## config.mk

```make
export PLATFORM = sky130hd
export DESIGN_NAME = scc_channel_mixer_n
export DESIGN_NICKNAME = d
export VERILOG_FILES = /design/src/rtl/scc_mix_pkg.sv /design/src/rtl/scc_wave_ram_n.sv /design/src/rtl/scc_channel_mixer_n.sv
export SDC_FILE = /design/constraint.sdc
export NUM_CORES = 2
export LEC_CHECK = 0
export ABC_CLOCK_PERIOD_IN_PS = 8660
export BUFFER_PORTS_ARGS = -buffer_cell sky130_fd_sc_hd__clkbuf_2
export CELL_PAD_IN_SITES_DETAIL_PLACEMENT = 1
export CELL_PAD_IN_SITES_GLOBAL_PLACEMENT = 2
export CORE_ASPECT_RATIO = 2
export CORE_MARGIN = 2
export CORE_UTILIZATION = 50
export DETAILED_ROUTE_END_ITERATION = 12
export PLACE_DENSITY = 0.9
export SYNTH_ARGS = -nofsm -noshare
export SYNTH_HDL_FRONTEND = slang
export SYNTH_HIERARCHICAL = 1
export SYNTH_SLANG_ARGS = --single-unit
```

## constraint.sdc

```tcl
create_clock -name clk -period 8.66 [get_ports clk]
set_input_delay 1.732 -clock clk [delete_from_list [all_inputs] [get_ports clk]]
set_output_delay 1.732 -clock clk [all_outputs]
set_load 0.005 [all_outputs]
```

## src/rtl/scc_mix_pkg.sv

```systemverilog
// Shared constants and helpers for the N-channel SCC wavetable mixer.
//   - default parameter widths
//   - pan bit positions within each channel's 2-bit routing field
//   - volume post-shift applied to the sample x volume product
//   - constant clog2 used to size channel-index ports
package scc_mix_pkg;

  localparam int unsigned DEF_CH      = 5;
  localparam int unsigned DEF_WAVE_AW = 5;
  localparam int unsigned DEF_FREQ_W  = 12;
  localparam int unsigned DEF_OUT_W   = 12;

  localparam int unsigned SAMPLE_W  = 8;
  localparam int unsigned VOL_W     = 4;
  localparam int unsigned PROD_W    = SAMPLE_W + VOL_W;
  localparam int unsigned VOL_SHIFT = 4;

  localparam int unsigned PAN_L = 0;
  localparam int unsigned PAN_R = 1;

  function automatic int unsigned clog2(input int unsigned v);
    int unsigned r;
    r = 0;
    while ((32'd1 << r) < v) r++;
    return r;
  endfunction

endpackage

```

## src/rtl/scc_wave_ram_n.sv

```systemverilog
// Channel wave RAM: CH * 2^WAVE_AW bytes, single port, addressed {ch, a}.
// Ports:
//   clk_i, rst_ni   clock, async active-low reset (read register only)
//   we_i            synchronous write strobe
//   re_i            read strobe; rdata_o updates on the following edge
//   addr_i          {channel, sample index}
//   wdata_i         write byte
//   rdata_o         registered read data, holds when re_i is low
module scc_wave_ram_n
  import scc_mix_pkg::*;
#(
  parameter  int unsigned CH      = DEF_CH,
  parameter  int unsigned WAVE_AW = DEF_WAVE_AW,
  localparam int unsigned CHW     = clog2(CH),
  localparam int unsigned AW      = CHW + WAVE_AW
) (
  input  logic                clk_i,
  input  logic                rst_ni,
  input  logic                we_i,
  input  logic                re_i,
  input  logic [AW-1:0]       addr_i,
  input  logic [SAMPLE_W-1:0] wdata_i,
  output logic [SAMPLE_W-1:0] rdata_o
);

  localparam int unsigned DEPTH = CH << WAVE_AW;

  logic [SAMPLE_W-1:0] mem_q [DEPTH];
  logic [SAMPLE_W-1:0] rdata_q;

  always_ff @(posedge clk_i) begin
    if (we_i) mem_q[addr_i] <= wdata_i;
  end

  always_ff @(posedge clk_i or negedge rst_ni) begin
    if (!rst_ni)   rdata_q <= '0;
    else if (re_i) rdata_q <= mem_q[addr_i];
  end

  assign rdata_o = rdata_q;

endmodule

```

## src/rtl/scc_channel_mixer_n.sv

```systemverilog
// N-channel time-multiplexed SCC wavetable mixer with stereo pan.
// A frame is CH+2 sequencer slots: slots 0..CH-1 read one sample per channel,
// the volume stage trails by one slot, accumulation by two, and slot CH+1
// folds in the last contribution and publishes the saturated L/R sums.
// Ports:
//   nreset, clk, enable       async active-low reset, clock, clock enable
//   cpu_ch/cpu_a/cpu_d        CPU wave RAM channel, index, write data
//   cpu_oe/cpu_we             CPU read/write strobes (any strobe stalls mixer)
//   cpu_q/cpu_q_en            RAM read data and its one-cycle valid
//   reg_frequency             per-channel divider reload, 0 freezes phase
//   reg_volume/enable/pan     per-channel volume, enable, {right,left} routing
//   reg_wave_reset            level; clears all phase counters and addresses
//   left_out/right_out        signed frame sums, out_valid pulses on update
//   slot                      current sequencer slot
module scc_channel_mixer_n
  import scc_mix_pkg::*;
#(
  parameter  int unsigned CH      = DEF_CH,
  parameter  int unsigned WAVE_AW = DEF_WAVE_AW,
  parameter  int unsigned FREQ_W  = DEF_FREQ_W,
  parameter  int unsigned OUT_W   = DEF_OUT_W,
  localparam int unsigned CHW     = clog2(CH)
) (
  input  logic                     nreset,
  input  logic                     clk,
  input  logic                     enable,
  input  logic [CHW-1:0]           cpu_ch,
  input  logic [WAVE_AW-1:0]       cpu_a,
  input  logic [SAMPLE_W-1:0]      cpu_d,
  input  logic                     cpu_oe,
  input  logic                     cpu_we,
  output logic [SAMPLE_W-1:0]      cpu_q,
  output logic                     cpu_q_en,
  input  logic [CH*FREQ_W-1:0]     reg_frequency,
  input  logic [CH*VOL_W-1:0]      reg_volume,
  input  logic [CH-1:0]            reg_enable,
  input  logic [CH*2-1:0]          reg_pan,
  input  logic                     reg_wave_reset,
  output logic signed [OUT_W-1:0]  left_out,
  output logic signed [OUT_W-1:0]  right_out,
  output logic                     out_valid,
  output logic [CHW:0]             slot
);

  localparam int unsigned SW     = CHW + 1;
  localparam int unsigned RAM_AW = CHW + WAVE_AW;
  localparam int unsigned ACC_W  = OUT_W + 1;
  localparam int unsigned SUM_W  = ACC_W + 1;
  localparam int unsigned EXT_W  = SUM_W - SAMPLE_W;

  // ---------------------------------------------------------------- control
  logic cpu_req, stall, adv;
  assign cpu_req = cpu_oe | cpu_we;
  assign stall   = enable & cpu_req;
  assign adv     = enable & ~cpu_req;

  logic [SW-1:0]  slot_q, slot_d;
  logic           last_slot, rd_slot, vol_slot, acc_slot;
  logic [CHW-1:0] rd_ch, vol_ch;

  assign last_slot = (slot_q == SW'(CH + 1));
  assign rd_slot   = (slot_q < SW'(CH));
  assign vol_slot  = (slot_q != '0) && (slot_q <= SW'(CH));
  assign acc_slot  = (slot_q >= SW'(2));
  assign rd_ch     = slot_q[CHW-1:0];
  assign vol_ch    = CHW'(slot_q - SW'(1));

  // ---------------------------------------------------------- phase state
  logic [WAVE_AW-1:0] phase_q [CH];
  logic [WAVE_AW-1:0] phase_d [CH];
  logic [FREQ_W-1:0]  cnt_q   [CH];
  logic [FREQ_W-1:0]  cnt_d   [CH];
  logic [WAVE_AW-1:0] rd_phase;

  always_comb begin
    rd_phase = '0;
    for (int unsigned i = 0; i < CH; i++) begin
      if (rd_ch == CHW'(i)) rd_phase = phase_q[i];
    end
  end

  // The read uses the pre-update address; the update lands on the same edge.
  always_comb begin
    phase_d = phase_q;
    cnt_d   = cnt_q;
    for (int unsigned i = 0; i < CH; i++) begin
      if (enable && reg_wave_reset) begin
        phase_d[i] = '0;
        cnt_d[i]   = '0;
      end else if (adv && rd_slot && (rd_ch == CHW'(i)) &&
                   (reg_frequency[i*FREQ_W +: FREQ_W] != '0)) begin
        if (cnt_q[i] == '0) begin
          cnt_d[i]   = reg_frequency[i*FREQ_W +: FREQ_W];
          phase_d[i] = phase_q[i] + WAVE_AW'(1);
        end else begin
          cnt_d[i]   = cnt_q[i] - FREQ_W'(1);
        end
      end
    end
  end

  // ----------------------------------------------------------- wave RAM
  logic                ram_we, ram_re;
  logic [RAM_AW-1:0]   ram_addr;
  logic [SAMPLE_W-1:0] ram_q;

  assign ram_we   = stall & cpu_we;
  assign ram_re   = (stall & ~cpu_we) | (adv & rd_slot);
  assign ram_addr = stall ? {cpu_ch, cpu_a} : {rd_ch, rd_phase};

  scc_wave_ram_n #(
    .CH      (CH),
    .WAVE_AW (WAVE_AW)
  ) u_ram (
    .clk_i   (clk),
    .rst_ni  (nreset),
    .we_i    (ram_we),
    .re_i    (ram_re),
    .addr_i  (ram_addr),
    .wdata_i (cpu_d),
    .rdata_o (ram_q)
  );

  // ------------------------------------------------------- sample capture
  // The RAM output is consumed directly when the cycle after the read does
  // not stall; if it stalls, the CPU access would clobber ram_q, so the
  // sample is parked in sample_q on that stall edge and used from there.
  logic                rd_pend_q, rd_pend_d;
  logic [SAMPLE_W-1:0] sample_q, sample_d;
  logic [SAMPLE_W-1:0] vol_in;

  always_comb begin
    rd_pend_d = rd_pend_q;
    sample_d  = sample_q;
    if (enable) begin
      rd_pend_d = adv & rd_slot;
      if (rd_pend_q) sample_d = ram_q;
    end
  end

  assign vol_in = rd_pend_q ? ram_q : sample_q;

  // --------------------------------------------------------- volume stage
  logic [VOL_W-1:0] vol_sel;
  logic             en_sel;
  logic [1:0]       pan_sel;

  always_comb begin
    vol_sel = '0;
    en_sel  = 1'b0;
    pan_sel = '0;
    for (int unsigned i = 0; i < CH; i++) begin
      if (vol_ch == CHW'(i)) begin
        vol_sel = reg_volume[i*VOL_W +: VOL_W];
        en_sel  = reg_enable[i];
        pan_sel = reg_pan[i*2 +: 2];
      end
    end
  end

  logic signed [PROD_W-1:0]   samp_x, vol_x, prod;
  logic signed [SAMPLE_W-1:0] cval;

  assign samp_x = {{VOL_W{vol_in[SAMPLE_W-1]}}, vol_in};
  assign vol_x  = {{SAMPLE_W{1'b0}}, vol_sel};
  assign prod   = samp_x * vol_x;
  assign cval   = SAMPLE_W'(prod >>> VOL_SHIFT);

  logic signed [SAMPLE_W-1:0] con_l_q, con_l_d, con_r_q, con_r_d;

  always_comb begin
    con_l_d = con_l_q;
    con_r_d = con_r_q;
    if (adv) begin
      con_l_d = '0;
      con_r_d = '0;
      if (vol_slot && en_sel) begin
        if (pan_sel[PAN_L]) con_l_d = cval;
        if (pan_sel[PAN_R]) con_r_d = cval;
      end
    end
  end

  // ------------------------------------------------------- accumulation
  function automatic logic signed [ACC_W-1:0] sat_acc(input logic signed [SUM_W-1:0] v);
    logic signed [ACC_W-1:0] r;
    if (v[SUM_W-1] == v[ACC_W-1]) r = v[ACC_W-1:0];
    else if (v[SUM_W-1])          r = {1'b1, {(ACC_W-1){1'b0}}};
    else                          r = {1'b0, {(ACC_W-1){1'b1}}};
    return r;
  endfunction

  function automatic logic signed [OUT_W-1:0] sat_out(input logic signed [SUM_W-1:0] v);
    logic signed [SUM_W-1:0] ext;
    logic signed [OUT_W-1:0] r;
    ext = {{(SUM_W-OUT_W){v[OUT_W-1]}}, v[OUT_W-1:0]};
    if (ext == v)       r = v[OUT_W-1:0];
    else if (v[SUM_W-1]) r = {1'b1, {(OUT_W-1){1'b0}}};
    else                 r = {1'b0, {(OUT_W-1){1'b1}}};
    return r;
  endfunction

  logic signed [ACC_W-1:0] acc_l_q, acc_l_d, acc_r_q, acc_r_d;
  logic signed [SUM_W-1:0] sum_l, sum_r;
  logic signed [OUT_W-1:0] left_q, left_d, right_q, right_d;
  logic                    out_valid_q, out_valid_d;
  logic                    cpu_q_en_q, cpu_q_en_d;

  assign sum_l = {acc_l_q[ACC_W-1], acc_l_q} + {{EXT_W{con_l_q[SAMPLE_W-1]}}, con_l_q};
  assign sum_r = {acc_r_q[ACC_W-1], acc_r_q} + {{EXT_W{con_r_q[SAMPLE_W-1]}}, con_r_q};

  always_comb begin
    slot_d      = slot_q;
    acc_l_d     = acc_l_q;
    acc_r_d     = acc_r_q;
    left_d      = left_q;
    right_d     = right_q;
    out_valid_d = 1'b0;
    cpu_q_en_d  = enable & cpu_oe & ~cpu_we;
    if (adv) begin
      slot_d = last_slot ? '0 : slot_q + SW'(1);
      if (last_slot) begin
        left_d      = sat_out(sum_l);
        right_d     = sat_out(sum_r);
        acc_l_d     = '0;
        acc_r_d     = '0;
        out_valid_d = 1'b1;
      end else if (acc_slot) begin
        acc_l_d = sat_acc(sum_l);
        acc_r_d = sat_acc(sum_r);
      end
    end
  end

  always_ff @(posedge clk or negedge nreset) begin
    if (!nreset) begin
      for (int unsigned i = 0; i < CH; i++) begin
        phase_q[i] <= '0;
        cnt_q[i]   <= '0;
      end
      slot_q      <= '0;
      rd_pend_q   <= 1'b0;
      sample_q    <= '0;
      con_l_q     <= '0;
      con_r_q     <= '0;
      acc_l_q     <= '0;
      acc_r_q     <= '0;
      left_q      <= '0;
      right_q     <= '0;
      out_valid_q <= 1'b0;
      cpu_q_en_q  <= 1'b0;
    end else begin
      phase_q     <= phase_d;
      cnt_q       <= cnt_d;
      slot_q      <= slot_d;
      rd_pend_q   <= rd_pend_d;
      sample_q    <= sample_d;
      con_l_q     <= con_l_d;
      con_r_q     <= con_r_d;
      acc_l_q     <= acc_l_d;
      acc_r_q     <= acc_r_d;
      left_q      <= left_d;
      right_q     <= right_d;
      out_valid_q <= out_valid_d;
      cpu_q_en_q  <= cpu_q_en_d;
    end
  end

  assign cpu_q     = ram_q;
  assign cpu_q_en  = cpu_q_en_q;
  assign left_out  = left_q;
  assign right_out = right_q;
  assign out_valid = out_valid_q;
  assign slot      = slot_q;

endmodule

```

# --- After elaboration in Yosys (flattened, before gate mapping) ---
# Memories as Yosys holds them, arrays and structs flattened. A register that Yosys moved wholly into a read port is not among the register bits.
# Index checks and enable logic that the tools add are counted.
classes:
  addsub: 14
  multipliers: 1
  div_mod_pow: 0
  magnitude_cmp: 3
  n_eq_ne: 13
  n_shift: 0
  mux: 73
  bitwise: 11
  reduce_logical: 46
ops:
  columns: ["cell", "count"]
  rows:
  - ["$mux 12", 19]
  - ["$mux 13", 8]
  - ["$mux 5", 20]
  - ["$logic_not 12->1", 5]
  - ["$reduce_bool 12->1", 5]
  - ["$sub 12x1->12 const B", 5]
  - ["$mux 8", 6]
  - ["$add 13x8->14", 2]
  - ["$add 5x1->5 const B", 5]
  - ["$mux 4", 6]
  - ["$reduce_bool 2->1", 11]
  - ["$logic_and 1x1->1", 14]
  - ["$reduce_and 2->1", 7]
  - ["$eq 3x2->1 const B", 4]
  - ["$mul 8x5->12", 1]
  - ["$mux 2", 5]
  - ["$mux 1", 9]
  - ["$and 1x1->1", 7]
  - ["$eq 3x1->1 const B", 2]
  - ["$eq 3x3->1 const B", 2]
  - ["$logic_not 3->1", 2]
  - ["$add 4x1->4 const B", 1]
  - ["$eq 1x2->1", 2]
  - ["$eq 4x3->1 const B", 1]
  - ["other kinds (9)", 12]
totals:
  regBits: 166
  latch_bits: 0
  mem_bits_rw: 1280
  romBits: 0
  inputBits: 117
  output_inout_bits: 38
  word_cells: 183
  n_memories: 1
mem_list:
  columns: ["name", "words", "width", "read_ports", "rd_clocked_by_memory_dff", "wr", "line_no", "rtl"]
  rows:
  - ["u_ram.mem_q", 160, 8, 1, 1, 1, "scc_wave_ram_n.sv:28", "logic [SAMPLE_W-1:0] mem_q [DEPTH];"]

# --- Depth between registers and ports, before layout ---
depth:
  word_depth: 10
  ltp_mapped: 20
  ltp_nobuf: 17

# --- Hierarchy ---
# Netlist, hierarchy kept.
by_module_without_submodules:
  columns: ["mod", "instances", "cells_each", "area_per_inst_um2", "seq_area_each_um2"]
  rows:
  - ["scc_wave_ram_n", 1, 2390, 50181.9, 38637.1]
  - ["scc_channel_mixer_n", 1, 1409, 11661.2, 4154.0]

# --- Least setup slack after synthesis ---
# No wires, ideal clock.
synth_timing:
  path_kind: "input to register"
  startpoint: "input port reg_volume[10]"
  endpoint: "register con_r_q[7]"
  setup_ns: 0.125
  arrival_ns: 5.536
  required_ns: 8.535
  setup_slack_ns: 2.999
  stages: 17
  n_path_buf: 0
  cell_sequence: "mux2_1 -> a22oi_1 -> o22a_1 -> nor2_1 -> ha_1 -> fa_1 -> inv_1 -> fa_1 -> inv_1 -> ha_1 -> a21o_1 -> a21o_1 -> or3_1 -> a41o_1 -> a31oi_1 -> xnor2_1 -> o21ai_1"
synth_between:
  elab_chain_len: 6
synth_lines:
  columns: ["element", "line_no", "rtl"]
  rows:
  - ["from (decl)", "scc_channel_mixer_n.sv:35", "input logic [CH*VOL_W-1:0] reg_volume,"]
  - ["$mux 4 (3 in series)", "scc_channel_mixer_n.sv:153", "if (vol_ch == CHW'(i)) begin"]
  - ["$mul 8x5->12", "scc_channel_mixer_n.sv:166", "assign prod = samp_x * vol_x;"]
  - ["$mux 8", "scc_channel_mixer_n.sv:179", "if (pan_sel[PAN_R]) con_r_d = cval;"]
  - ["$mux 8", "scc_channel_mixer_n.sv:177", "if (vol_slot && en_sel) begin"]
  - ["to (signal assigned)", "scc_channel_mixer_n.sv:259", "con_r_q <= con_r_d;"]
  - ["to (decl)", "scc_channel_mixer_n.sv:169", "logic signed [SAMPLE_W-1:0] con_l_q, con_l_d, con_r_q, con_r_d;"]
# No other way between the ends.
# A chain may end at the register's enable or synchronous reset.

# --- Worst setup path in the final report ---
layout_timing:
  startpoint: "register slot_q[0], in the netlist slot[0]"
  endpoint: "register u_ram.rdata_q[2], in the netlist u_ram/rdata_o[2], read port of u_ram.mem_q"
layout_between:
  elab_chain_len: 7
  elab_cells_between_ends: 14
  cone_classes: "order compare (1); eq/ne (4); mux (6); bitwise (2); reduce/logical (1)"
layout_lines:
  columns: ["element", "line_no", "rtl"]
  rows:
  - ["from (decl)", "scc_channel_mixer_n.sv:57", "logic [SW-1:0] slot_q, slot_d;"]
  - ["from (signal assigned)", "scc_channel_mixer_n.sv:255", "slot_q <= slot_d;"]
  - ["$logic_not 3->1", "scc_channel_mixer_n.sv:78", "if (rd_ch == CHW'(i)) rd_phase = phase_q[i];"]
  - ["$mux 5 (4 in series)", "scc_channel_mixer_n.sv:78", null]
  - ["$mux 5 (*)", "scc_channel_mixer_n.sv:78", null]
  - ["$mux 8 (*)", "scc_channel_mixer_n.sv:109", "assign ram_addr = stall ? {cpu_ch, cpu_a} : {rd_ch, rd_phase};"]
  - ["net ram_addr[1]", "scc_channel_mixer_n.sv:104", "logic [RAM_AW-1:0] ram_addr;"]
  - ["to (decl)", "scc_wave_ram_n.sv:29", "logic [SAMPLE_W-1:0] rdata_q;"]
# Mark *: on every way through the listed nets, which the timed path passes. The rest lies on a longest branch.

==> summary.md <==
| Metric | Value |
|---|---|
| Status | complete, no violations |
| Number of flops mapped to enable cells by yosys | 1280 |
| Kind of end point of the critical path | flop |
| Gate count after technology mapping | 3799 |
| Number of endpoints failing setup at the final stage | 0 |
| Boundary pin count | 155 |
| 1st-iter DRT viols | 3338 |
| Most common library cell in the layout ignoring fill and taps | edfxtp_1 |
| Post-route cell area | 0.0682 mm2 |
| Fraction of registers with async set/reset | 12.0% |
| Signal arrival time at the worst endpoint | 7130 ps |
| Post-route antenna net violation count | 0 |
| Setup repair after global routing missed its margin | no |
| Post-route insts no fill | 5583 |
| Overall Global Routing Usage | 29.1% |
| Per-cell via count in the routed design | 6.53 |
| TritonCTS clock tree | yes |
| Most used cells in the layout excluding fill and tap cells | 1280 x edfxtp_1, 363 x nor2_1, 281 x mux4_2 |
| Worst-path clk slew | 70 ps |
| Kind of start point of the critical path | flop |
| Maximum Capacitance Violations | 0 |
| Vias in the first global route | 39200 |
| Worst Min Path Start | right_out[8] |
| Largest vdd supply drop | 0.248 mV |
| Number of clock sinks | 1454 |
| Post-CTS Resized | 0 |
| Register bit count reported by yosys | 1454 |
| Root Buffer Master | clkbuf_16 |
| Shortest period the worst path allows | 6570 ps |
| Pre-Repair DR Iteration Count | 5 |
| Synthesized area per cell | 16.3 um2 |
| Number of design rule violations left after detail routing | 0 |
| Number of buffers added on ports | 154 |
| Placed Instance Area | 0.0641 mm2 |
| Synthesis Warnings | 6 |
| GR Overflow Total | 0 |
| Number of fillers in the final layout | 11200 |
| Number of antenna violations at the first check in global routing | 5 |
| Most used flip-flop cell after synthesis | edfxtp_1 |
| Detailed-route via count | 36500 |
| Largest stage delay on the critical path | 1210 ps |
| Crit path max-delay cell type | a211oi_1 |
| Register cell area after layout | 0.0428 mm2 |
| Area delta synth->final | 10.3% |
| Final RePlAce weighted congestion | 0.905 |
| Worst min-delay path class | flop to flop |
| Final wirelength | 181000 um |
| Detailed Place HPWL | 118000 um |
| Largest net degree at the start of global routing | 124 |
| Multi-input gate area | 0.0177 mm2 |
| X dimension of the die | 253 um |
| Die Area | 0.127 mm2 |
| Startpoint of the lowest-slack register-to-register path | slot[0] |
| Clock insertion delay at the later pin of the skew report | 750 ps |
| Worst Skew | 32.3 ps |
| Synthesized netlist net count | 3998 |
| Critical setup path kind | flop to flop |
| Post-CTS Setup Bufs | 0 |
| Summed instance area of the synthesized netlist | 0.0618 mm2 |
| Distinct cell type count after synthesis | 90 |
| Leakage | 22.9 nW |
| Total core area | 0.123 mm2 |
| Placed insts | 5363 |
| Deepest clock path buffer count | 3 |
| Count of hold-fix buffers inserted at cts | 0 |
| Placement row count | 182 |
| Initial core utilization | 50.4% |
| First-pass GRT wire length | 267000 um |
| Tcrit/Tclk final | 75.9% |
| Total Power | 19.8 mW |
| Level count of the clock H-tree | 3 |
| Seq/Total Area, Yosys | 69.2% |
| Power per cell area | 291 mW/mm2 |
| Number of failing hold endpoints at the final stage | 0 |
| Share of cells above drive strength 1 | 18.6% |
| Critical path origin | slot[0] |
| Headroom to the max-slew limit | 9.37% |
| Total CTS buffers | 117 |
| Achievable frequency | 0.152 GHz |
| Average wire length per cell after detail routing | 32.5 um |
| CP Max Fanout | 107 |
| Final nets | 4118 |
| Worst-Margin Slew | 1350 ps |
| Cell chain of the critical path | nor2b_1, nand2_1, o21ai_0, a222oi_1, a21oi_4, buf_4, buf_12, mux4_2, o211ai_1, a41oi_1, a211oi_1, a31oi_1 |
| Fin. max-slew vios | 0 |
| Worst Path Required | 9220 ps |
| Y dimension of the die | 501 um |
| Final TNS setup | 0 ps |
[sequential cells by signal, summed over array words and instances (netlist names), 4 cells and up]
signal and flops:
cnt_q 60, right_out 12, slot 4, sample_q 8, u_ram/rdata_o 8, con_r_q 8
acc_r_q 13, u_ram/mem_q 1280, acc_l_q 13, con_l_q 8, phase_q 25, left_out 12
[final timing paths]
check | end | depth (start not counted) | slack (ps)
worst max-delay path | u_ram/rdata_o[2] | 12 | 2090
worst min-delay path | right_out[8] | 1 | 480
worst max register to register | u_ram/rdata_o[2] | 12 | 2090
worst min register to register | right_out[8] | 1 | 480
max in group asynchronous | acc_r_q[12] | 2 | 6500
min in group asynchronous | cnt_q[32] | 1 | 950
[metal layers]
metal	share of wire [%]	global-route usage, %	wire length [um]	up-vias
li1	-	-	-	15200
met1	33	31.3	59100	18900
met2	53	52.5	96600	1778
met3	6.6	4.62	12000	556
met4	7.5	19.0	13600	6
met5	0.020	0	37	-
[area by class of cell]
class	instances	area share, %
flip-flops and latches	1454	62.7
multi-input cells	2051	25.9
clock buffers	140	4.52
well taps	1564	2.87
repair buffers	220	2.04
clock inverters	77	1.51
inverters	75	0.413
diodes	2	0.00734
[metrics by stage]
stage / util [%] / setup slack (ps) / hold slack, ps
detailed placement: 52.2 / 1850 / 465
global route: 55.6 / 2010 / 492
floorplan: - / 3000 / 454
CTS: 55.6 / 2640 / 481
global placement: 52.2 / 1990 / 459
finish: 55.6 / 2090 / 477
[worst max-delay path: cells and delay by family (launching register included)]
kind	cells	cell delay (ps)
and+or+nand+nor	2	950
DFF	1	540
muxes	1	420
buffers and inverters	2	1070
AOI/OAI and AO/OA	7	3050
[synth_stat cells, types with 53 or more instances]
cell      count  share of area [%]
mux2i_1     141                2.3
a22oi_1      90                1.1
o21ai_1      61               0.49
o21ai_0      79               0.64
nor2_1      365                2.2
nand3_1      53               0.43
dfrtp_1     174                7.0
inv_1        69               0.42
nand2_1     198                1.2
ha_1         65                1.3
clkbuf_1    126               0.76
edfxtp_1   1280                 62
a21oi_1     134                1.1
mux4_2      281                 10
[where the power goes]
part | leakage [nW] | switching [mW] | internal [mW]
clock network | 1.99 | 2.53 | 3.26
logic | 7.09 | 3.76 | 2.18
registers | 13.8 | 0.246 | 7.86
[logic make-up (layout without fill, tap and decap cells)]
kind of cell / after synthesis / in the layout / share of synthesized area (%)
adders and majority gates: 82 / 82 / 1.87
DFF: 1454 / 1454 / 69.2
AOI/OAI and AO/OA: 638 / 638 / 6.84
and+or+nand+nor: 843 / 843 / 6.17
buffers and inverters: 294 / 512 / 2.41
other: 0 / 2 / 0
xor gates and xnor gates: 47 / 47 / 0.666
muxes: 441 / 441 / 12.9
Note: power is estimated with default switching activity, not from simulation.
